`src/rtl/uart_transmitter.sv`:
```
// 8-bit UART transmitter with 16x oversampled bit timing, optional parity,
// 1 or 2 stop bits and a one-entry holding register for gapless streaming.
module uart_transmitter #(
  parameter int unsigned CLOCK_RATE = 50000000,
  parameter int unsigned BAUD_RATE  = 9600,
  parameter int unsigned PARITY_EN  = 0,
  parameter int unsigned PARITY_ODD = 0,
  parameter int unsigned STOP_BITS  = 1
) (
  input  logic       clk,
  input  logic       reset,
  input  logic       txStart,
  input  logic [7:0] txData,
  output logic       tx,
  output logic       txReady,
  output logic       txBusy,
  output logic       txDone
);

  localparam int unsigned DIV   = CLOCK_RATE / (BAUD_RATE * 16);
  localparam int unsigned CNT_W = (DIV > 0) ? $clog2(DIV + 1) : 1;
  localparam logic [CNT_W-1:0] TICK_MAX  = CNT_W'(DIV);
  localparam logic [2:0]       LAST_STOP = 3'(STOP_BITS - 1);
  localparam logic             PAR_INV   = (PARITY_ODD != 0);

  typedef enum logic [2:0] {
    IDLE       = 3'd0,
    START_BIT  = 3'd1,
    DATA_BITS  = 3'd2,
    PARITY_BIT = 3'd3,
    STOP_BIT   = 3'd4
  } state_t;

  state_t           state_q, state_d;
  logic [CNT_W-1:0] tick_q, tick_d;
  logic [3:0]       os_q, os_d;
  logic [2:0]       bit_q, bit_d;
  logic [7:0]       shift_q, shift_d;
  logic             parity_q, parity_d;
  logic [7:0]       hold_q, hold_d;
  logic             hold_full_q, hold_full_d;
  logic             tx_q, tx_d;
  logic             ready_q, ready_d;
  logic             busy_q, busy_d;
  logic             done_q, done_d;

  logic       tick, bit_end, accept, direct_load, reload_hold;
  logic [7:0] load_byte;

  assign tick    = (tick_q == TICK_MAX);
  assign bit_end = tick && (os_q == 4'hF);
  assign accept  = txStart && !hold_full_q;

  // Next-state and registered-output logic
  always_comb begin
    state_d     = state_q;
    tick_d      = tick_q;
    os_d        = os_q;
    bit_d       = bit_q;
    shift_d     = shift_q;
    parity_d    = parity_q;
    hold_d      = hold_q;
    hold_full_d = hold_full_q;
    tx_d        = tx_q;
    busy_d      = busy_q;
    done_d      = 1'b0;
    direct_load = 1'b0;
    reload_hold = 1'b0;
    load_byte   = txData;

    if (state_q != IDLE) begin
      tick_d = tick ? '0 : tick_q + CNT_W'(1);
      if (tick) os_d = os_q + 4'd1;
    end

    case (state_q)
      IDLE: begin
        tick_d = '0;
        os_d   = '0;
        bit_d  = '0;
        tx_d   = 1'b1;
        busy_d = 1'b0;
        if (accept) direct_load = 1'b1;
      end
      START_BIT: begin
        if (bit_end) begin
          state_d = DATA_BITS;
          bit_d   = '0;
          tx_d    = shift_q[0];
        end
      end
      DATA_BITS: begin
        if (bit_end) begin
          if (bit_q == 3'd7) begin
            bit_d = '0;
            if (PARITY_EN != 0) begin
              state_d = PARITY_BIT;
              tx_d    = parity_q;
            end else begin
              state_d = STOP_BIT;
              tx_d    = 1'b1;
            end
          end else begin
            bit_d = bit_q + 3'd1;
            tx_d  = shift_q[bit_q + 3'd1];
          end
        end
      end
      PARITY_BIT: begin
        if (bit_end) begin
          state_d = STOP_BIT;
          bit_d   = '0;
          tx_d    = 1'b1;
        end
      end
      STOP_BIT: begin
        if (bit_end) begin
          if (bit_q == LAST_STOP) begin
            done_d = 1'b1;
            if (hold_full_q) begin
              reload_hold = 1'b1;
            end else if (accept) begin
              direct_load = 1'b1;
            end else begin
              state_d = IDLE;
              busy_d  = 1'b0;
              tx_d    = 1'b1;
            end
          end else begin
            bit_d = bit_q + 3'd1;
          end
        end
      end
      default: begin
        state_d = IDLE;
        tx_d    = 1'b1;
        busy_d  = 1'b0;
        tick_d  = '0;
        os_d    = '0;
        bit_d   = '0;
      end
    endcase

    // Start a new frame straight from txData or from the holding register
    if (direct_load || reload_hold) begin
      load_byte = reload_hold ? hold_q : txData;
      state_d   = START_BIT;
      shift_d   = load_byte;
      parity_d  = (^load_byte) ^ PAR_INV;
      tx_d      = 1'b0;
      busy_d    = 1'b1;
      tick_d    = '0;
      os_d      = '0;
      bit_d     = '0;
    end

    if (reload_hold) begin
      hold_full_d = 1'b0;
    end else if (accept && !direct_load &&
                 (state_q inside {START_BIT, DATA_BITS, PARITY_BIT, STOP_BIT})) begin
      hold_d      = txData;
      hold_full_d = 1'b1;
    end

    ready_d = !hold_full_d;
  end

  always_ff @(posedge clk or posedge reset) begin
    if (reset) begin
      state_q     <= IDLE;
      tick_q      <= '0;
      os_q        <= '0;
      bit_q       <= '0;
      shift_q     <= '0;
      parity_q    <= 1'b0;
      hold_q      <= '0;
      hold_full_q <= 1'b0;
      tx_q        <= 1'b1;
      ready_q     <= 1'b1;
      busy_q      <= 1'b0;
      done_q      <= 1'b0;
    end else begin
      state_q     <= state_d;
      tick_q      <= tick_d;
      os_q        <= os_d;
      bit_q       <= bit_d;
      shift_q     <= shift_d;
      parity_q    <= parity_d;
      hold_q      <= hold_d;
      hold_full_q <= hold_full_d;
      tx_q        <= tx_d;
      ready_q     <= ready_d;
      busy_q      <= busy_d;
      done_q      <= done_d;
    end
  end

  assign tx      = tx_q;
  assign txReady = ready_q;
  assign txBusy  = busy_q;
  assign txDone  = done_q;

endmodule

```
`config.mk`:
```
export PLATFORM = sky130hd
export DESIGN_NAME = uart_transmitter
export DESIGN_NICKNAME = d
export VERILOG_FILES = /design/src/rtl/uart_transmitter.sv
export SDC_FILE = /design/constraint.sdc
export NUM_CORES = 1
export LEC_CHECK = 0
export ABC_AREA = 1
export BUFFER_PORTS_ARGS = -buffer_cell sky130_fd_sc_hd__buf_2
export CAP_MARGIN = 20
export CORE_MARGIN = 2
export CORE_UTILIZATION = 55
export CTS_CLUSTER_DIAMETER = 100
export DETAILED_ROUTE_END_ITERATION = 7
export PLACE_DENSITY = 0.73
export RECOVER_POWER = 100
export SYNTH_ARGS = -nofsm -noshare
export SYNTH_HDL_FRONTEND = slang
export SYNTH_SLANG_ARGS = --single-unit
```
`constraint.sdc`:
```
create_clock -name clk -period 3.4 [get_ports clk]
set_input_delay 0.85 -clock clk [delete_from_list [all_inputs] [get_ports clk]]
set_output_delay 0.85 -clock clk [all_outputs]
set_load 0.05 [all_outputs]
```
-- After elaboration in Yosys (flattened, before gate mapping)
Index checks and enable logic that the tools add are counted.
- multipliers: 0
- multiplexer cells: 58
- shift-type cells: 0
- equality and inequality tests: 21
- reductions and logical operators: 21
- div/mod/pow operators: 0
- add/subtract/negate cells: 3
- bitwise logic cells: 1
- magnitude comparators: 1
- operators with widths (kind ; count):
    3-bit two-way mux ; 15
    9-bit two-way mux ; 4
    1-bit two-way mux ; 28
    3-bit != test, second input constant ; 9
    4-bit two-way mux ; 4
    3-bit case mux with 5 select lines ; 1
    9-bit by 1-bit adder with 9-bit output, second input constant ; 1
    9-bit equality test, second input constant ; 1
    3-bit by 1-bit != test with 1-bit output, second input constant ; 3
    3-bit case mux with 3 select lines ; 1
    9-bit AND reduction ; 1
    8-bit two-way mux ; 1
    7-bit AND reduction ; 1
    3-bit by 2-bit equality test with 1-bit output, second input constant ; 2
    3-bit equality test, second input constant ; 2
    3-bit zero test ; 2
    5-bit AND reduction ; 1
    4-bit by 1-bit adder with 4-bit output, second input constant ; 1
    4-bit equality test, second input constant ; 1
    1-bit logical AND ; 4
    3-bit by 4-bit less-than comparator with 1-bit output, second input constant ; 1
    1-bit case mux with 2 select lines ; 2
    1-bit case mux with 4 select lines ; 1
    2-bit AND reduction ; 2
    other kinds (14) ; 16
- word-level logic and storage cells: 116
- memory bits (read-only): 0
- bits in latches: 0
- memories: 0
- RAM bits: 0
- register bits after elaboration: 40

-- Logic depth before layout (Yosys ltp)
Gate-level depths: netlist (run 1).
- depth in word-level cells: 13
- depth in mapped cells: 13
- depth with buffers taken out: 13

-- Least setup slack after synthesis (run 1)
OpenSTA, ideal clock, no wires.
- path kind: reg2reg
- start point: register bit_q[0]
- end point: register shift_q[1]
- arrival: 1.561 ns
- data required time: 3.281 ns
- cell stages (with the launch flop): 12
- slack: 1.720 ns
- setup time: 0.119 ns
- buffers on the path: 1
- path through: dfrtp_1 > inv_1 > ha_1 > nand2_1 > inv_1 > nand3_4 > nand2_2 > nand2_4 > nand2_4 > buf_8 > nand3_2 > o21a_1
- cells in the longest elaborated chain, start to end: 5
- elaborated cells between the ends (all ways): 9
- those cells by class: mux: 7; reduce/logical: 2
- RTL lines (element ; RTL line ; RTL):
    start: declaration ; 37 ; logic [2:0] bit_q, bit_d;
    start signal: assignment ; 186 ; bit_q <= bit_d;
    3-bit zero test * ; 118 ; if (bit_q == LAST_STOP) begin
    1-bit two-way mux ; 118 ;
    1-bit two-way mux ; 117 ; if (bit_end) begin
    1-bit case mux with 2 select lines / 1-bit two-way mux (equally long branches) ; 76 ; case (state_q)
    1-bit logical OR / 8-bit two-way mux (equally long branches) ; 145, 146 ;
    end signal: assignment ; 187 ; shift_q <= shift_d;
    end: declaration ; 38 ; logic [7:0] shift_q, shift_d;
Every way passes the cells marked *; elsewhere a longest branch is shown, timed or not.
A chain may end at the register's enable or synchronous reset.

-- Final worst setup path (run 1)
- start point: register state_q[1]
- end point: register ready_q, in the netlist txReady
- cells in the longest elaborated chain, start to end: 8
- elaborated cells between the ends (all ways): 14
- those cells by class: eq/ne: 4; mux: 4; reduce/logical: 6
- RTL lines (element ; RTL line ; RTL):
    start: declaration ; 34 ; state_t state_q, state_d;
    start signal: assignment ; 183 ; state_q <= state_d;
    3-bit equality test / 3-bit zero test (equally long branches) ; 76, 160 ;
    1-bit case mux with 2 select lines ; 76 ;
    1-bit zero test ; 159 ; end else if (accept && !direct_load &&
    1-bit logical AND (2 in a row) ; 159 ;
    1-bit two-way mux ; 159 ;
    1-bit two-way mux * ; 157 ; if (reload_hold) begin
    net hold_full_d ; 41 ; logic hold_full_q, hold_full_d;
    1-bit zero test * ; 165 ; ready_d = !hold_full_d;
    net ready_d ; 43 ; logic ready_q, ready_d;
    end signal: assignment ; 192 ; ready_q <= ready_d;
    end: declaration ; 43 ;
Mark *: on every way through the listed nets, which the timed path passes. The rest lies on a longest branch.

==> results of run 1 <==
-- Yosys cell counts (3+ instances only) --
library cell	number
nand2_1	72
dfrtp_1	38
inv_1	34
nor2_1	31
nand3_1	18
o21ai_0	10
nand4_1	7
ha_1	6
o21a_1	6
nor2_4	5
nor3_1	5
a21oi_1	4
nand2_2	4
nand2_4	4
xor2_1	4
o211ai_1	3
-- flip-flops by register name, indices dropped and copies added, names as in the netlist, 3 cells and up --
| register | cells |
|---|---|
| os_q | 4 |
| shift_q | 8 |
| bit_q | 3 |
| tick_q | 9 |
| hold_q | 8 |
| state_q | 3 |
-- cells in the final DEF (no fill, tap or decap), types with 2 or more instances in the layout --
| cell | instances |
|---|---|
| a21oi_1 | 4 |
| buf_2 | 10 |
| clkbuf_1 | 7 |
| clkbuf_8 | 5 |
| clkinv_2 | 2 |
| dfrtp_1 | 38 |
| dfstp_2 | 2 |
| ha_1 | 6 |
| inv_1 | 34 |
| nand2_1 | 73 |
| nand2_2 | 3 |
| nand2_4 | 4 |
| nand3_1 | 20 |
| nand4_1 | 7 |
| nor2_1 | 34 |
| nor2_4 | 2 |
| nor3_1 | 5 |
| nor3b_1 | 2 |
| o211ai_1 | 3 |
| o21a_1 | 6 |
| o21ai_0 | 10 |
| xor2_1 | 4 |
-- worst max-delay path: stages (launching register included) --
cell      delay [ns]
dfrtp_1         0.42
nor2_1          0.30
clkinv_1        0.18
nor2_1          0.42
nor2_1          0.15
inv_1           0.13
nand3_1         0.43
o21ai_0         0.28
inv_1           0.08
-- cell type report --
class	instances	area, sq um	area share [%]
Clock inverter	2	12.51	0.5236
Inverter	38	145.1	6.073
Sequential cell	40	1003	41.99
Clock buffer	6	72.57	3.037
Tap cell	50	62.56	2.618
Multi-Input combinational cell	192	1021	42.72
Timing Repair Buffer	16	72.57	3.037
-- routing by layer --
metal	share of wire (%)	routed length (um)
met1	52	2129
met2	44	1801
met3	2.8	113
met4	1.0	42
met5	0	0
-- per-stage QoR --
| step | area (sq um) | setup WS [ns] | power, mW |
|---|---|---|---|
| 4_1_cts | 2445 | 1.465 | 0.8146 |
| 5_1_grt | 2390 | 0.6657 | 0.8392 |
| 3_5_place_dp | 2360 | 1.414 | 0.5070 |
| 6_report | 2390 | 0.9363 | 0.8086 |
| 3_3_place_gp | 2360 | 1.461 | 0.5068 |
| 2_1_floorplan | 2246 | 1.636 | 0.4950 |
-- cells by family (layout without fill, tap and decap cells) --
group,after synthesis,in the layout
AOI/OAI and AO/OA,27,27
xor gates and xnor gates,5,5
adders and majority gates,6,6
buffers and inverters,41,62
DFF,40,40
and+or+nand+nor,154,154
-- worst paths after layout --
path / start / endpoint / slack, ns
hold / removal: tx / tx / 0.48
min in group asynchronous: reset / hold_q[6] / 0.58
hold reg to reg: tx / tx / 0.48
max in group asynchronous: reset / txBusy / 1.70
setup / recovery: state_q[1] / txReady / 0.94
setup reg to reg: state_q[1] / txReady / 0.94
-- power by group through the flow --
stage               Clock, mW  Sequential, mW  Combinational, mW
floorplan                   0           0.485             0.0103
global placement            0           0.485             0.0220
detailed placement          0           0.485             0.0223
CTS                     0.317           0.475             0.0223
global route            0.340           0.475             0.0240
finish                  0.313           0.475             0.0200
==> results.md, run 1 <==
- Hold buffers post-CTS: 0
- Slew Limit Fails: 0
- Yosys cell types: 33
- Fin Hold WS: 0.4750 ns
- Post-CTS resize count: 0
- Pwr per Cell Area: 338.4 nW/um^2
- Gr usage total: 21.15%
- Clock Skew: 0.01159 ns
- Compound-Gate Fraction of Synth Area: 7.298%
- Area Overhead vs Synth: 6.407%
- Register bit total from synthesis: 40
- Die width: 67.90 um
- Final TNS setup: 0 ns
- Post-Synth Adder-Cell Area: 3.343%
- Final-report setup violation count: 0
- Clk_lat worst skew: 0.30 ns
- Diode count: 0
- Non-filler instance count after layout: 344
- P_sw: 183.5 uW
- Warnings from Yosys: 0
- Post-Synth Simple-Gate Area: 34.76%
- Worst path required time: 3.62 ns
- Initial antenna violation count: 0
- Async set-reset flop share out of synthesis: 100.0%
- Area share of the largest cell type after synthesis: 42.34%
- Drt pass-1 iters: 4
- Leakage: 1.184 nW
- Setup CP Type: flop to flop
- Final core utilization: 60.18%
- Worst-path fanout max: 17
- DRC errors left: 0
- Grt met1 use: 29.06%
- Post-route clock period utilization: 72.46%
- Most Used Layer, Global Route: met2
- Syn Nets: 290
- Mux cell area share after synthesis: 0%
- Max Clock Freq: 405.9 MHz
- TritonCTS clock tree: built
- CORE AREA: 3971 sq um
- Gr ovfl total: 0
- Mapped Cells: 273
- Synth Area in XOR/XNOR: 1.950%
- Sequential-to-total area share from yosys stat: 44.68%
- R2R depth: 8
- Htree depth: 2
- Post-route ant nets: 0
- Synth area leader: dfrtp_1
- DRT iter0 DRCs: 99
- Setup bufs post-CTS: 0
- First-pass GRT wire length: 7210 um
- Number of global-route vias before repair: 1640
- Die area: 4610 sq um
- Power Internal: 625.1 uW
- Critical Path AT: 2.69 ns
- Final Hold Vio Count: 0
- Logic gate share of total power: 2.5%
- Nets: 310
- Routability cong.: 0.9393
- Drt wl/cell: 11.88 um
- Routed vias/inst: 5.020
- Flop pwr share: 58.8%
- IR drop worst, VDD: 205.4 uV
- Initial Util: 56.55%
- Status: finished, final reports clean
- Clk root buf: clkbuf_8
- Clock Pin Slew Worst Setup and Hold Paths: 0.08 ns
- Hold depth: 2
- Post-Place Cells: 336
- Sw frac: 22.70%
- Total wire length: 4086 um
- I/O Buffers: 14
- Detailed-route via count: 1727
- Filler instances: 382
- Final critical-path required period: 2.464 ns
- Routing usage on met2: 32.72%
- Longest Clk Path Bufs: 2
- I/O pin cnt: 15
- Worst-margin pin slew: 0.8043 ns
- Max Cap Viol: 0
- Clock buffer count from CTS: 5
- Largest family of logic cells by synthesized area: simple AND/OR/NAND/NOR gates
- Avg Inst Size Synth: 8.227 sq um
- Slew HR: 46.38%
- Top post-synthesis cells by area: dfrtp_1 (42%), nand2_1 (12%), inv_1 (5.7%)
- Met3 GRT Util: 4.605%
- Clock group share of total power: 38.7%
- RSZ-0062 raised after global routing: false
- Hold Crit Class: flop to flop
- Cell Area, Synth: 2246 sq um
- Ratio of cells with drive above 1 in the final layout: 11.90%
- HPWL after DPL: 3099 um
- Worst setup EP type: flop
- Clock sinks: 40
- CP startpoint kind: flop
- Die H: 67.90 um
- Main synth FF type: dfrtp_1
- # rows: 23
- Post-synth EDFFs: 0
- Largest net degree at the start of global routing: 18
(Power assumes the default switching activity.)
==> run 2: changes to the inputs <==
CORE_UTILIZATION = 54   (was 55)
PLACE_DENSITY = 0.75   (was 0.73)
clock period = 2.2 ns   (was 3.4 ns; I/O delays follow)
==> results.md, run 2 (synthesized netlist as in run 1, its figures left out) <==
- Final TNS setup: 0 ns (unchanged)
- Area Overhead vs Synth: 8.189%
- Routed vias/inst: 5.117 (+1.9%)
- RSZ-0062 raised after global routing: false
- Min-delay src: tx
- Worst-margin pin slew: 0.9449 ns (+0.1407 ns)
- Hold buffers post-CTS: 0 (unchanged)
- Total wire length: 4074 um (-0.29%)
- Gr usage total: 20.13% (-1.0 points)
- Clk_lat worst skew: 0.29 ns (about the same)
- Hold Path Sink: tx
- HPWL after DPL: 3069 um (-0.95%)
- IR drop worst, VDD: 436.4 uV (+110%)
- Most common cell after layout, fill and taps aside: nand2_1
- Routability cong.: 0.8052 (-14%)
- Setup CP Type: flop to flop
- TritonCTS clock tree: built
- Htree depth: 2 (unchanged)
- Drt wl/cell: 11.88 um (about the same)
- Final worst slack: 0.2476 ns (-0.6887 ns)
- Slew Limit Fails: 0 (unchanged)
- I/O Buffers: 14 (unchanged)
- Gr ovfl total: 0 (unchanged)
- Ratio of cells with drive above 1 in the final layout: 13.31% (+1.4 points)
- Most frequent cells in the layout: nand2_1 (74), dfrtp_1 (38), inv_1 (34)
- Critical Path AT: 2.14 ns (-0.55 ns)
- DRT iter0 DRCs: 95 (-4.0%)
- CP startpoint kind: flop
- Top reg by flops: tick_q
- Setup slack at placement: 0.2670 ns (-1.147 ns)
- Reg2reg start: bit_q[0]
- Max Cap Viol: 0 (unchanged)
- Initial antenna violation count: 0 (unchanged)
- Die H: 68.49 um (+0.87%)
- Hold depth: 2 (unchanged)
- Worst setup EP type: flop
- Post-route ant nets: 0 (unchanged)
- Worst path required time: 2.39 ns (-1.23 ns)
- Pwr per Cell Area: 556.9 nW/um^2 (+65%)
- RR Endpoint: bit_q[0]
- Clock Skew: 0.004763 ns (-0.006830 ns)
- # rows: 23 (unchanged)
- Drt pass-1 iters: 4 (unchanged)
- Setup bufs post-CTS: 0 (unchanged)
- R2R Setup Slk: 0.25 ns (-0.69 ns)
- Post-route clock period utilization: 88.75% (+16 points)
- Initial Util: 56.15% (-0.41 points)
- Clock buffer count from CTS: 5 (unchanged)
- Grt met1 use: 28.27% (-0.79 points)
- Clock sinks: 40 (unchanged)
- Largest net degree at the start of global routing: 41 (+23)
- First-pass GRT wire length: 6927 um (-3.9%)
- Final core utilization: 60.74% (+0.57 points)
- R2R depth: 11 (+3)
- Post-CTS resize count: 0 (unchanged)
- Placed inst area: 2352 sq um (-0.32%)
- Status: finished, final reports clean
- Leakage: 1.214 nW (+2.6%)
- Longest Clk Path Bufs: 2 (unchanged)
- Largest registers: tick_q x9, hold_q x8, shift_q x8
- Nets: 309 (-0.32%)
- Detailed-route via count: 1755 (+1.6%)
- Routing usage on met2: 30.17% (-2.6 points)
- I/O pin cnt: 15 (unchanged)
- Hold Crit Class: flop to flop
- Filler instances: 351 (-8.1%)
- Max reg flops: 9 (unchanged)
- Met3 GRT Util: 3.409% (-1.2 points)
- CORE AREA: 4000 sq um (+0.72%)
- Slew HR: 37.00% (-9.4 points)
- Most Used Layer, Global Route: met2
- Diode count: 0 (unchanged)
- Die width: 68.49 um (+0.87%)
- Number of global-route vias before repair: 1583 (-3.5%)
- Clock Pin Slew Worst Setup and Hold Paths: 0.07 ns (about the same)
- Clk root buf: clkbuf_8
- Final-report setup violation count: 0 (unchanged)
- Max Clock Freq: 512.2 MHz (+26%)
- Final critical-path required period: 1.952 ns (-0.5113 ns)
- Fin area: 2430 sq um (+1.7%)
- Final Hold Vio Count: 0 (unchanged)
- Worst-path fanout max: 10 (-7)
- Die area: 4691 sq um (+1.7%)
- DRC errors left: 0 (unchanged)
- CP startpoint: bit_q[0]
-- run 2: final cells by class --
type	count	area, sq um	area share [%]
clock buffers	6	72.57	2.987
repair buffers	15	70.07	2.884
well taps	50	62.56	2.575
flip-flops and latches	40	1003	41.30
inverters	38	145.1	5.973
multi-input cells	192	1041	42.84
clock inverters	2	35.03	1.442
-- run 2: metal layers --
metal / wire (um) / part of all wire, %
met4: 60 / 1.5
met5: 0 / 0
met2: 1823 / 45
met3: 153 / 3.8
met1: 2036 / 50
-- run 2: power breakdown --
group / switching, mW / internal [mW] / leakage [nW]
logic: 0.0209 / 0.00938 / 0.659
clock network: 0.251 / 0.337 / 0.0552
registers: 0 / 0.735 / 0.500
-- run 2: worst max-delay path by stage --
stage / to / cells past startpoint
2_1_floorplan: shift_q[1] / 11
3_3_place_gp: bit_q[0] / 11
3_5_place_dp: bit_q[2] / 11
4_1_cts: bit_q[0] / 11
5_1_grt: bit_q[0] / 11
6_report: bit_q[0] / 11
-- run 2: metrics by stage --
| step | total power, mW | cells | hold WS, ns |
|---|---|---|---|
| floorplan | 0.7651 | 273 | 0.4498 |
| global placement | 0.7812 | 335 | 0.4578 |
| detailed placement | 0.7818 | 335 | 0.4595 |
| CTS | 1.366 | 343 | 0.3780 |
| global route | 1.398 | 343 | 0.4826 |
| finish | 1.353 | 343 | 0.4708 |
-- run 2: worst max-delay path: stages (launching register included) --
cell and delay (ns):
dfrtp_1 0.46, inv_1 0.17, ha_1 0.16, nand2_1 0.10, inv_1 0.21, nand3_4 0.12, nor2_4 0.26, nor2_4 0.11
nand2_2 0.07, nand2_1 0.08, nand2_1 0.07, nand2_1 0.05
